$ cat src/rtl/mem_port_arbiter.sv
// Single-port RAM arbiter between instruction fetch and data access.
// Each access runs SETUP, WAIT_CYCLES of STROBE, then HOLD (the done cycle).
module mem_port_arbiter #(
  parameter int WAIT_CYCLES = 2
) (
  input  logic        clk,
  input  logic        rst,
  input  logic        ifReq,
  input  logic [15:0] ifAddr,
  input  logic [1:0]  memControl,
  input  logic [15:0] memAddr,
  input  logic [15:0] memWdata,
  output logic        ifDone,
  output logic [15:0] ifData,
  output logic        memDone,
  output logic [15:0] memRdata,
  output logic        stall,
  output logic [15:0] ramAddr,
  output logic [15:0] ramWdata,
  output logic        ramCE,
  output logic        ramOE,
  output logic        ramWE,
  output logic        ramDrive,
  input  logic [15:0] ramRdata
);

  typedef enum logic [1:0] {
    IDLE   = 2'b00,
    SETUP  = 2'b01,
    STROBE = 2'b10,
    HOLD   = 2'b11
  } state_t;

  localparam logic [3:0] STROBE_LOAD = 4'(WAIT_CYCLES - 1);

  state_t      state_r, state_s;
  logic [3:0]  cnt_r, cnt_s;
  logic        fetch_waited_r, fetch_waited_s;
  logic        who_r, who_s;
  logic        wr_r, wr_s;
  logic [15:0] addr_s, wdata_s;
  logic        cap_s;
  logic        data_req_s, if_pend_s, mem_pend_s;
  logic        ce_s, oe_s, we_s, drive_s, if_done_s, mem_done_s;

  // A requester is still asserting during its own HOLD cycle, so exclude it there.
  always_comb begin
    data_req_s = (memControl == 2'b10) || (memControl == 2'b01);
    if_pend_s  = ifReq && !((state_r == HOLD) && who_r);
    mem_pend_s = data_req_s && !((state_r == HOLD) && !who_r);
  end

  // Next-state, arbitration and latch of the granted request.
  always_comb begin
    state_s        = state_r;
    cnt_s          = cnt_r;
    fetch_waited_s = fetch_waited_r;
    who_s          = who_r;
    wr_s           = wr_r;
    addr_s         = ramAddr;
    wdata_s        = ramWdata;
    cap_s          = 1'b0;
    case (state_r)
      IDLE, HOLD: begin
        if (mem_pend_s && !(fetch_waited_r && if_pend_s)) begin
          state_s        = SETUP;
          who_s          = 1'b0;
          wr_s           = (memControl == 2'b01);
          addr_s         = memAddr;
          wdata_s        = memWdata;
          fetch_waited_s = fetch_waited_r || ifReq;
        end else if (if_pend_s) begin
          state_s        = SETUP;
          who_s          = 1'b1;
          wr_s           = 1'b0;
          addr_s         = ifAddr;
          fetch_waited_s = 1'b0;
        end else begin
          state_s = IDLE;
        end
      end
      SETUP: begin
        state_s = STROBE;
        cnt_s   = STROBE_LOAD;
      end
      STROBE: begin
        if (cnt_r == 4'd0) begin
          state_s = HOLD;
          cap_s   = !wr_r;
        end else begin
          cnt_s = cnt_r - 4'd1;
        end
      end
      default: begin
        state_s = IDLE;
      end
    endcase
  end

  // RAM strobes and done pulses are decoded from the next state so they leave a flop.
  always_comb begin
    ce_s       = (state_s != IDLE);
    oe_s       = (state_s == STROBE) && !wr_s;
    we_s       = (state_s == STROBE) && wr_s;
    drive_s    = ce_s && wr_s;
    if_done_s  = (state_s == HOLD) && who_s;
    mem_done_s = (state_s == HOLD) && !who_s;
  end

  // State, latched request and registered outputs.
  always_ff @(posedge clk or negedge rst) begin
    if (!rst) begin
      state_r        <= IDLE;
      cnt_r          <= 4'd0;
      fetch_waited_r <= 1'b0;
      who_r          <= 1'b0;
      wr_r           <= 1'b0;
      ramAddr        <= 16'hFFFF;
      ramWdata       <= 16'h0000;
      ramCE          <= 1'b0;
      ramOE          <= 1'b0;
      ramWE          <= 1'b0;
      ramDrive       <= 1'b0;
      ifDone         <= 1'b0;
      memDone        <= 1'b0;
      ifData         <= 16'h0000;
      memRdata       <= 16'h0000;
    end else begin
      state_r        <= state_s;
      cnt_r          <= cnt_s;
      fetch_waited_r <= fetch_waited_s;
      who_r          <= who_s;
      wr_r           <= wr_s;
      ramAddr        <= addr_s;
      ramWdata       <= wdata_s;
      ramCE          <= ce_s;
      ramOE          <= oe_s;
      ramWE          <= we_s;
      ramDrive       <= drive_s;
      ifDone         <= if_done_s;
      memDone        <= mem_done_s;
      if (cap_s && who_r) begin
        ifData <= ramRdata;
      end
      if (cap_s && !who_r) begin
        memRdata <= ramRdata;
      end
    end
  end

  assign stall = rst && ((ifReq && !ifDone) || (data_req_s && !memDone));

endmodule

$ cat config.mk
export PLATFORM = sky130hd
export DESIGN_NAME = mem_port_arbiter
export DESIGN_NICKNAME = d
export VERILOG_FILES = /design/src/rtl/mem_port_arbiter.sv
export SDC_FILE = /design/constraint.sdc
export NUM_CORES = 1
export LEC_CHECK = 0
export BUFFER_PORTS_ARGS = -buffer_cell sky130_fd_sc_hd__buf_2
export CORE_MARGIN = 2
export CORE_UTILIZATION = 52
export CTS_CLUSTER_DIAMETER = 80
export CTS_CLUSTER_SIZE = 30
export DETAILED_ROUTE_END_ITERATION = 10
export MAX_ROUTING_LAYER = met4
export PLACE_DENSITY = 0.86
export SYNTH_ARGS = -nofsm -noshare
export SYNTH_HDL_FRONTEND = slang
export SYNTH_SLANG_ARGS = --single-unit
$ cat constraint.sdc
create_clock -name clk -period 2.78 [get_ports clk]
set_input_delay 0.417 -clock clk [delete_from_list [all_inputs] [get_ports clk]]
set_output_delay 0.417 -clock clk [all_outputs]
set_load 0.05 [all_outputs]
After elaboration in Yosys (flattened, before gate mapping). Index checks and enable logic that the tools add are counted.

Input port bits: 69. Logic and storage cells: 79. Register bits: 79. Output and inout bits: 71.

Add/sub/neg operators: 1. Reduce and logical (&&, ||, !) cells: 37. Muxes and demuxes: 18. Equal/unequal tests: 8.

Operator list (count): 2-to-1 mux 16 bit (2); logical AND 1 bit (16); 2-to-1 mux 1 bit (12); == test 2 bit, second input constant (5); zero test 1 bit (9); case mux 4 bit (2 select lines) (1); case mux 2 bit (3 select lines) (1); AND reduction 2 bit (3); nonzero test 2 bit (3); == test 2 x 1 -> 1 bit, second input constant (2); zero test 4 bit (1); 2-to-1 mux 4 bit (1); subtractor 4 x 1 -> 4 bit, second input constant (1); logical OR 1 bit (3); zero test 2 bit (1); 2-to-1 mux 2 bit (1); inequality test 2 bit, second input constant (1); OR reduction 2 bit (1).

Longest topological paths before layout. Gate-level depths: netlist (run 1).

Word-level depth: 11. Gate-level depth with buffers: 7. Mapped depth without buffers: 6.

Least setup slack after synthesis (run 1). Ideal clock, no wire load.

Path kind: reg2reg. Start point: register state_r[0]. End point: register ramWdata[10]. Setup time: 0.125 ns. Buffers on the path: 2. Setup slack: 0.945 ns. Clock period less this slack: 1.835 ns. Arrival: 1.710 ns. Cell stages (with the launch flop): 8. Required time: 2.655 ns. Path through: dfrtp_1 ha_1 nor2b_1 a311oi_2 buf_6 nand2_8 buf_6 mux2_4.

Word-level cells in the longest chain between the ends: 8. Elaborated cells on any way between the ends: 13. Classes of those cells: eq/ne: 1; reduce/logical: 12.

RTL lines: start, declared (line 36) `state_t state_r, state_s;`; start signal, assigned (line 129) `state_r <= state_s;`; == test 2 bit (line 49, 50, 63); logical AND 1 bit (line 49) `if_pend_s = ifReq && !((state_r == HOLD) && who_r);`; zero test 1 bit (line 49); logical AND 1 bit (line 49); logical AND 1 bit (line 65) `if (mem_pend_s && !(fetch_waited_r && if_pend_s)) begin`; zero test 1 bit (line 65); logical AND 1 bit (line 65); AND reduction 2 bit (no source line) *; end signal, assigned (line 135) `ramWdata <= wdata_s;`; end, declared (line 19) `output logic [15:0] ramWdata,`.

Every way passes the cells marked *; elsewhere a longest branch is shown, timed or not. A chain may end at the register's enable or synchronous reset.

Worst setup path in the final report (run 1).
Start point: register cnt_r[0]. End point: register memRdata[10].

Word-level cells in the longest chain between the ends: 4.

RTL lines: start, declared (line 37) `logic [3:0] cnt_r, cnt_s;`; start signal, assigned (line 130) `cnt_r <= cnt_s;`; zero test 4 bit (line 87) `if (cnt_r == 4'd0) begin`; 2-to-1 mux 1 bit (line 87); 2-to-1 mux 1 bit (line 63) `case (state_r)`; logical AND 1 bit (line 145) `if (cap_s && !who_r) begin`; end signal, assigned (line 146) `memRdata <= ramRdata;`; end, declared (line 16) `output logic [15:0] memRdata,`.

Every way passes these cells.

==> impl_metrics.tcl, run 1 <==
set metrics [dict create \
    worstSkewPairLatency_ns 0.34 \
    ctsHoldBuffers 0 \
    clockBufferDepth 2 \
    grtUsageMet2_pct 34.07 \
    worst_slack_ns 0.5429 \
    worst_slew_pin_slew_ns 0.9598 \
    slew_headroom_pct 36.01 \
    drc 0 \
    dr.first_iter.drc_count 80 \
    worstRegToRegCells 5 \
    met1_usage_pct 25.87 \
    antenna_found_initial 0 \
    cts_tree "done" \
    max_freq_mhz 447.0 \
    preCtsSetupSlack_ns 0.5398 \
    setup.worst_path.start_class "flip-flop" \
    dieArea_um2 7170 \
    ys.warnings.count 0 \
    syn_avg_cell_area_um2 13.65 \
    timing.final.crit_share_pct 80.47 \
    fin_cells 472 \
    core_um2 6314 \
    synth_fp_nets 323 \
    slew_viol_final 0 \
    n_antenna_cell 0 \
    synth-simple-area-share_pct 6.987 \
    grt_pass1_wl_um 11640 \
    hold_viol 0 \
    worstReg2RegEnd "memRdata[10]" \
    antenna_left 0 \
    syn-cell-area_um2 3384 \
    io_buffers 139 \
    synth-seq-cells 79 \
    die_h_um 84.68 \
    nets 466 \
    root_buffer "clkbuf_8" \
    r2r_slack_ns 0.54 \
    rsz0062_at_grt "false" \
    fillers 482 \
    drive_gt1_share_pct 57.97 \
    period_needed_ns 2.237 \
    yosys_most_used_dff "dfrtp_1" \
    synth-edff-count 0 \
    io_pins 140 \
    viasPerCell 5.087 \
    postRouteWirelength_um 6998 \
    postCtsSetupBuffers 0 \
    worstReg2RegStart "cnt_r[0]" \
    fp-row-count 29 \
    multi_input_area_um2 1296 \
    yosys.cell_count.top_type "dfrtp_1" \
    endpoint_kind "flip-flop" \
    synth_xor_area_share_pct 0.2588 \
    synth_top_cell_by_area "dfrtp_1" \
    maxCapViolations 0 \
    synth-compound-area-share_pct 5.989 \
    synth_cell_types 35 \
    status "finished, final reports clean" \
    synth_adder_area_share_pct 2.218 \
    crit_required_ns 3.01 \
    numCtsBuffers 9 \
    via_count 2401 \
    synth_mux_area_share_pct 22.22 \
    initial_utilization_pct 53.61 \
    htreeDepth 3 \
    grt_overflow 0 \
    wl_per_cell_um 14.83 \
    grt_max_degree 80 \
    drtPass1Iterations 5 \
    synth_top_family_by_area "multiplexers" \
    place.gp.congestion 0.7677 \
    grt_pass1_vias 2483 \
    dp_cells 457 \
    tns_ns 0 \
    cts_resized 0 \
    postSynthCellCount 248 \
    synth_area_leaders "dfrtp_1 (47%), mux2_2 (14%), dfstp_2 (12%)" \
    seq_area_um2 1997 \
    setup_violations 0 \
    place_hpwl_um 5166 \
    seq_area_frac_synth_pct 59.00 \
    finalClockSkew_ns 0.008508 \
    synthTopCellsByCount "dfrtp_1 (63), mux2_2 (41), nand2_1 (23)" \
    worst-setup-path-type "flip-flop to flip-flop" \
    dieWidth_um 84.68 \
    syn_to_final_growth_pct 27.73 \
    clk_pin_slew_ns 0.08 \
    grtUsageTotal_pct 21.15 \
    synth_top_area_share_pct 46.58 \
    clock_sinks 79 \
    worstPathArrival_ns 2.46 \
    met3_usage_pct 4.916 \
    hp-class "input pin to async pin" \
    critPathMaxFanout 16 \
    async_reset_ff_share_pct 100.0 \
    busiest_layer "met2" \
]
==> per-layer routing <==
metal	vias up	wire length (um)
li1	1146	-
met1	1166	2831
met2	77	3626
met3	12	409
met4	0	131
met5	-	0
==> worst max-delay path, stage by stage, from the launching register on <==
cell and delay (ns):
dfrtp_1 0.41, inv_1 0.12, ha_1 0.20, nor3b_2 0.38
nand4_2 0.54, mux2_2 0.47
==> metrics by stage <==
stage / hold WS [ns] / instance area [um2] / util [%]
6_report: 0.3072 / 4323 / 68.47
5_1_grt: 0.2950 / 4323 / 68.47
3_5_place_dp: 0.4695 / 4151 / 65.76
4_1_cts: 0.2929 / 4323 / 68.47
3_3_place_gp: 0.4572 / 4151 / 65.76
2_1_floorplan: 0.1214 / 3385 / -
==> flip-flops by register name, indices dropped and copies added, names as in the netlist, 2 cells and up <==
name      count
state_r       2
ramAddr      16
ifData       16
cnt_r         4
ramWdata     16
memRdata     16
==> how the worst max path moves through the flow <==
stage	to	slack, ns	startpoint	depth (start not counted)
floorplan	ramWdata[10]	0.94	state_r[0]	7
global placement	ifData[3]	0.59	cnt_r[0]	5
detailed placement	memRdata[10]	0.54	cnt_r[0]	5
CTS	memRdata[5]	0.52	cnt_r[0]	5
global route	memRdata[1]	0.40	cnt_r[0]	5
finish	memRdata[10]	0.54	cnt_r[0]	5
==> placed cells by master, fill, tap and decap left out, types with 2 or more instances in the layout <==
cell / count
ha_1: 6
dfstp_2: 16
buf_2: 138
nand2_1: 23
nor3_1: 2
mux2_2: 41
o22ai_1: 2
o211ai_1: 2
nand4_2: 2
o31ai_1: 2
inv_1: 11
buf_4: 4
clkbuf_8: 10
dfrtp_1: 63
mux2i_1: 17
nor2b_1: 3
o21ai_0: 17
clkinvlp_4: 2
and3_1: 2
o21ai_1: 2
a21oi_1: 2
mux2_4: 8
nor2_1: 4
clkinv_2: 2
==> kinds of logic after synthesis <==
group                    Yosys count
AO/OA/AOI/OAI                     32
XOR/XNOR                           1
adder cells (fa/ha/maj)            6
buffers and inverters             21
flip-flops                        79
multiplexers                      66
AND/OR/NAND/NOR                   43
==> cell type report <==
class	instances	share of cell area [%]
Multi-Input combinational cell	148	29.99
Timing Repair Buffer	142	16.67
Tap cell	77	2.229
Clock inverter	5	0.7815
Clock buffer	10	3.184
Inverter	11	0.9551
Sequential cell	79	46.19
Power of run 1 is left out: the tool's default activity adds up to more than one toggle a clock period on the data nets, which glitch-free logic cannot reach.
==> run 2: changes to the inputs <==
--- a/config.mk
+++ b/config.mk
@@ -7,12 +7,12 @@
 export LEC_CHECK = 0
 export BUFFER_PORTS_ARGS = -buffer_cell sky130_fd_sc_hd__buf_2
 export CORE_MARGIN = 2
-export CORE_UTILIZATION = 52
+export CORE_UTILIZATION = 43
 export CTS_CLUSTER_DIAMETER = 80
 export CTS_CLUSTER_SIZE = 30
 export DETAILED_ROUTE_END_ITERATION = 10
 export MAX_ROUTING_LAYER = met4
-export PLACE_DENSITY = 0.86
+export PLACE_DENSITY = 0.76
 export SYNTH_ARGS = -nofsm -noshare
 export SYNTH_HDL_FRONTEND = slang
 export SYNTH_SLANG_ARGS = --single-unit
==> constraint.sdc (replaced) <==
create_clock -name clk -period 2 [get_ports clk]
set_input_delay 0.3 -clock clk [delete_from_list [all_inputs] [get_ports clk]]
set_output_delay 0.3 -clock clk [all_outputs]
set_load 0.05 [all_outputs]
==> run 2 against run 1 <==
Flip-flop and latch count unchanged. Critical path depth down 1. Global-route usage down 2.8 points. Sequential share of layout area down 1.6 points. Register-to-register slack worse by 0.34 ns. Final area up 3.5%. Via count down 0.83%. Setup slack worse by 0.40 ns. Non-clock buffer count up 7. Worst hold slack worse by 0.13 ns. First-iteration DRC count down 2.5%.
==> impl_metrics.tcl, run 2 (synthesized netlist as in run 1, its figures left out) <==
set metrics [dict create \
    status "finished, final reports clean" \
    final_common_cell "buf_2" \
    slew_headroom_pct 70.98 \
    postRouteWirelength_um 7355 \
    via_count 2381 \
    die_h_um 92.72 \
    tns_ns 0 \
    grt_pass1_wl_um 11950 \
    crit_required_ns 1.70 \
    fillers 667 \
    nets 473 \
    max_freq_mhz 538.1 \
    worstReg2RegEnd "ramWdata[13]" \
    viasPerCell 4.715 \
    worstReg2RegStart "state_r[0]" \
    clockBufferDepth 2 \
    worstSkewPairLatency_ns 0.35 \
    hp-class "input pin to flip-flop" \
    numCtsBuffers 9 \
    drtPass1Iterations 4 \
    drc 0 \
    worstPathArrival_ns 1.56 \
    crit_path_end "stall" \
    worst-setup-path-type "input pin to output port" \
    timing.final.crit_share_pct 92.92 \
    setup.worst_path.start_class "input pin" \
    io_buffers 139 \
    period_needed_ns 1.858 \
    htreeDepth 3 \
    setup_violations 0 \
    dr.first_iter.drc_count 78 \
    dieArea_um2 8597 \
    critPathMaxFanout 26 \
    io_pins 140 \
    drive_gt1_share_pct 58.56 \
    grt_max_degree 35 \
    hold_viol 0 \
    core_um2 7687 \
    clk_pin_slew_ns 0.10 \
    place_hpwl_um 5465 \
    n_antenna_cell 0 \
    most-common-layout-cells "buf_2 (138), dfrtp_1 (63), mux2_2 (41)" \
    dieWidth_um 92.72 \
    rsz0062_at_grt "false" \
    grtUsageTotal_pct 18.35 \
    endpoint_kind "output port" \
    grt_overflow 0 \
    maxCapViolations 0 \
    worstRegToRegCells 6 \
    syn_to_final_growth_pct 32.20 \
    initial_utilization_pct 44.03 \
    place.gp.congestion 0.8463 \
    finalClockSkew_ns 0.01531 \
    grt_pass1_vias 2484 \
    r2r_slack_ns 0.20 \
    fp-row-count 32 \
    antenna_left 0 \
    clock_sinks 79 \
    antenna_found_initial 0 \
    wl_per_cell_um 14.56 \
    post-route-util_pct 58.20 \
    cts_tree "done" \
    worst_slew_pin_slew_ns 0.4353 \
    slew_viol_final 0 \
    crit_start "rst" \
    root_buffer "clkbuf_8" \
]
[run 2: changes by cell type in the layout (fill, tap and decap cells not counted), sizes merged]
cell,change
buf,+6
bufinv,+1
clkbuf,-1
clkinv,-1
clkinvlp,-1
dlygate4sd3,+1
inv,+3
[run 2: per-layer routing]
layer  global-route usage [%]  wire length, um
met5                        -                0
met4                    6.740              161
met3                    4.394              356
met2                    29.68             3673
met1                    22.63             3163
[run 2: per-stage QoR]
step | area (um2) | hold WS [ns] | cells | worst slack [ns]
6_report | 4474 | 0.1771 | 505 | 0.1416
5_1_grt | 4474 | 0.1599 | 505 | 0.05848
4_1_cts | 4456 | 0.1574 | 503 | 0.05032
3_5_place_dp | 4238 | 0.2317 | 486 | 0.08680
3_3_place_gp | 4238 | 0.2266 | 486 | 0.1407
2_1_floorplan | 3385 | 0.004409 | 248 | 0.1647
[run 2: worst min-delay path by stage]
stage | start | endpoint | slack, ns | depth (start not counted)
after floorplan | rst | cnt_r[0] | 0.004 | 0
after global placement | rst | ifData[12] | 0.23 | 1
after detailed placement | rst | ifData[12] | 0.23 | 1
after CTS | memWdata[1] | ramWdata[1] | 0.16 | 2
after global routing | memWdata[12] | ramWdata[12] | 0.16 | 2
final | memWdata[12] | ramWdata[12] | 0.18 | 2
[run 2: critical path, cell delays in order]
cell and delay [ns]:
dlygate4sd3_1 0.55, buf_6 0.26, and2_1 0.18, buf_2 0.26
[run 2: timing repair]
| action | 4_1_cts | 5_1_grt |
|---|---|---|
| hold buffers | 1 | 0 |
| hold endpoints to repair | 23 | 0 |
| setup buffers | 0 | 2 |
| endpoints found under the setup margin | 0 | 31 |
| gates resized for setup | 0 | 1 |
[run 2: layout make-up]
type	count	area [um2]	area share, %
flip-flops and latches	79	1997	44.63
multi-input cells	148	1296	28.97
repair buffers	149	804.5	17.98
well taps	102	127.6	2.852
clock buffers	9	123.9	2.768
clock inverters	7	83.83	1.874
inverters	11	41.29	0.9228
Power of run 2 is left out for the same reason.
==> run 3: changes to the inputs <==
--- a/config.mk
+++ b/config.mk
@@ -6,11 +6,13 @@
 export NUM_CORES = 1
 export LEC_CHECK = 0
 export BUFFER_PORTS_ARGS = -buffer_cell sky130_fd_sc_hd__buf_2
+export CORE_ASPECT_RATIO = 0.75
 export CORE_MARGIN = 2
 export CORE_UTILIZATION = 43
 export CTS_CLUSTER_DIAMETER = 80
 export CTS_CLUSTER_SIZE = 30
 export DETAILED_ROUTE_END_ITERATION = 10
+export GPL_ROUTABILITY_DRIVEN = 1
 export MAX_ROUTING_LAYER = met4
 export PLACE_DENSITY = 0.76
 export SYNTH_ARGS = -nofsm -noshare
==> run 3 against run 2 <==
Worst hold slack worse by 0.0077 ns. Non-clock buffer count is 1 lower. Sequential share of layout area decreased by 0.12 points. Final area increased by 0.28%. Routed wire length increased by 2.1%. Via count up 1.7%. Utilization up 1.6 points. Flip-flop and latch count did not move. Clock skew down 0.0011 ns.
==> impl_metrics.tcl, run 3 (synthesized netlist as in run 1, its figures left out) <==
set metrics [dict create \
    status "finished, final reports clean" \
    io_pins 140 \
    clock_sinks 79 \
    grt_overflow 0 \
    fillers 631 \
    clockBufferDepth 2 \
    min_path_cells 2 \
    worstReg2RegStart "state_r[1]" \
    postCtsSetupBuffers 0 \
    worst-setup-path-type "flip-flop to flip-flop" \
    finalClockSkew_ns 0.01422 \
    timing.final.crit_share_pct 95.32 \
    place_hpwl_um 5445 \
    worstPathArrival_ns 2.14 \
    io_buffers 139 \
    crit_required_ns 2.23 \
    via_count 2422 \
    antenna_left 0 \
    max_freq_mhz 524.5 \
    worstSkewPairLatency_ns 0.36 \
    antenna_found_initial 0 \
    cts_tree "done" \
    fp-row-count 27 \
    viasPerCell 4.815 \
    slew_headroom_pct 69.59 \
    drive_gt1_share_pct 58.21 \
    grtUsageTotal_pct 19.02 \
    place.gp.congestion 0.8365 \
    hp-start "memWdata[5]" \
    wl_per_cell_um 14.94 \
    n_antenna_cell 0 \
    grt_pass1_vias 2520 \
    core_um2 7500 \
    maxCapViolations 0 \
    syn_to_final_growth_pct 32.57 \
    hold_viol 0 \
    final_common_cell "buf_2" \
    clk_pin_slew_ns 0.09 \
    worstReg2RegEnd "ramWdata[10]" \
    hp-class "input pin to flip-flop" \
    grt_pass1_wl_um 12230 \
    dieArea_um2 8604 \
    drc 0 \
    most-common-layout-cells "buf_2 (138), dfrtp_1 (63), mux2_2 (41)" \
    dr.first_iter.drc_count 78 \
    tns_ns 0 \
    r2r_slack_ns 0.09 \
    die_h_um 80.83 \
    numCtsBuffers 9 \
    htreeDepth 3 \
    worst_slew_pin_slew_ns 0.4561 \
    drtPass1Iterations 4 \
    worstRegToRegCells 5 \
    setup_violations 0 \
    initial_utilization_pct 45.13 \
    slew_viol_final 0 \
    whs_endpoint "ramWdata[5]" \
    rsz0062_at_grt "false" \
    postRouteWirelength_um 7513 \
    critPathMaxFanout 18 \
    grt_max_degree 80 \
    root_buffer "clkbuf_8" \
    nets 472 \
    endpoint_kind "flip-flop" \
    setup.worst_path.start_class "flip-flop" \
    period_needed_ns 1.906 \
    dieWidth_um 106.4 \
]
run 3: repair_timing:
action                                 CTS  global route
resized for setup                        0             0
hold buffers                             1             0
endpoints found under the hold margin   32             0
run 3: cell type report:
type,count,area [um2],share of cell area [%]
multi-input combinational,148,1296,28.89
inverter,11,41.29,0.9202
clock buffer,10,127.6,2.844
sequential,79,1997,44.51
tap,101,126.4,2.817
timing repair buffer,148,805.8,17.96
clock inverter,6,92.59,2.064
run 3: how the worst max path moves through the flow:
stage	end	from	slack [ns]
4_1_cts	ramWdata[10]	state_r[1]	0.11
3_3_place_gp	ramWdata[12]	memControl[0]	0.17
2_1_floorplan	ramWdata[10]	state_r[0]	0.16
5_1_grt	ramAddr[1]	state_r[1]	0.03
3_5_place_dp	ramWdata[10]	memControl[0]	0.11
6_report	ramWdata[10]	state_r[1]	0.09
run 3: per-layer routing:
metal	GRT usage [%]	part of all wire (%)	vias to the layer above
met1	23.19	45	1176
met2	31.09	49	71
met3	4.334	4.7	12
li1	-	-	1163
met4	7.922	1.7	0
met5	-	0	-
run 3: worst max-delay path, stage by stage (launching register included):
cell      delay [ns]
dfrtp_1         0.41
ha_1            0.20
nor2b_1         0.17
a311oi_4        0.47
nand2_8         0.20
mux2_4          0.35
run 3: through the flow:
step / hold WS [ns] / worst slack, ns / utilization (%) / area [um2] / std cells
5_1_grt: 0.1633 / 0.03282 / 59.83 / 4487 / 503
2_1_floorplan: 0.004409 / 0.1647 / - / 3385 / 248
4_1_cts: 0.1545 / 0.1083 / 59.83 / 4487 / 503
3_3_place_gp: 0.3776 / 0.1745 / 56.76 / 4257 / 486
6_report: 0.1694 / 0.09353 / 59.83 / 4487 / 503
3_5_place_dp: 0.3806 / 0.1143 / 56.76 / 4257 / 486
Power of run 3 is left out for the same reason.
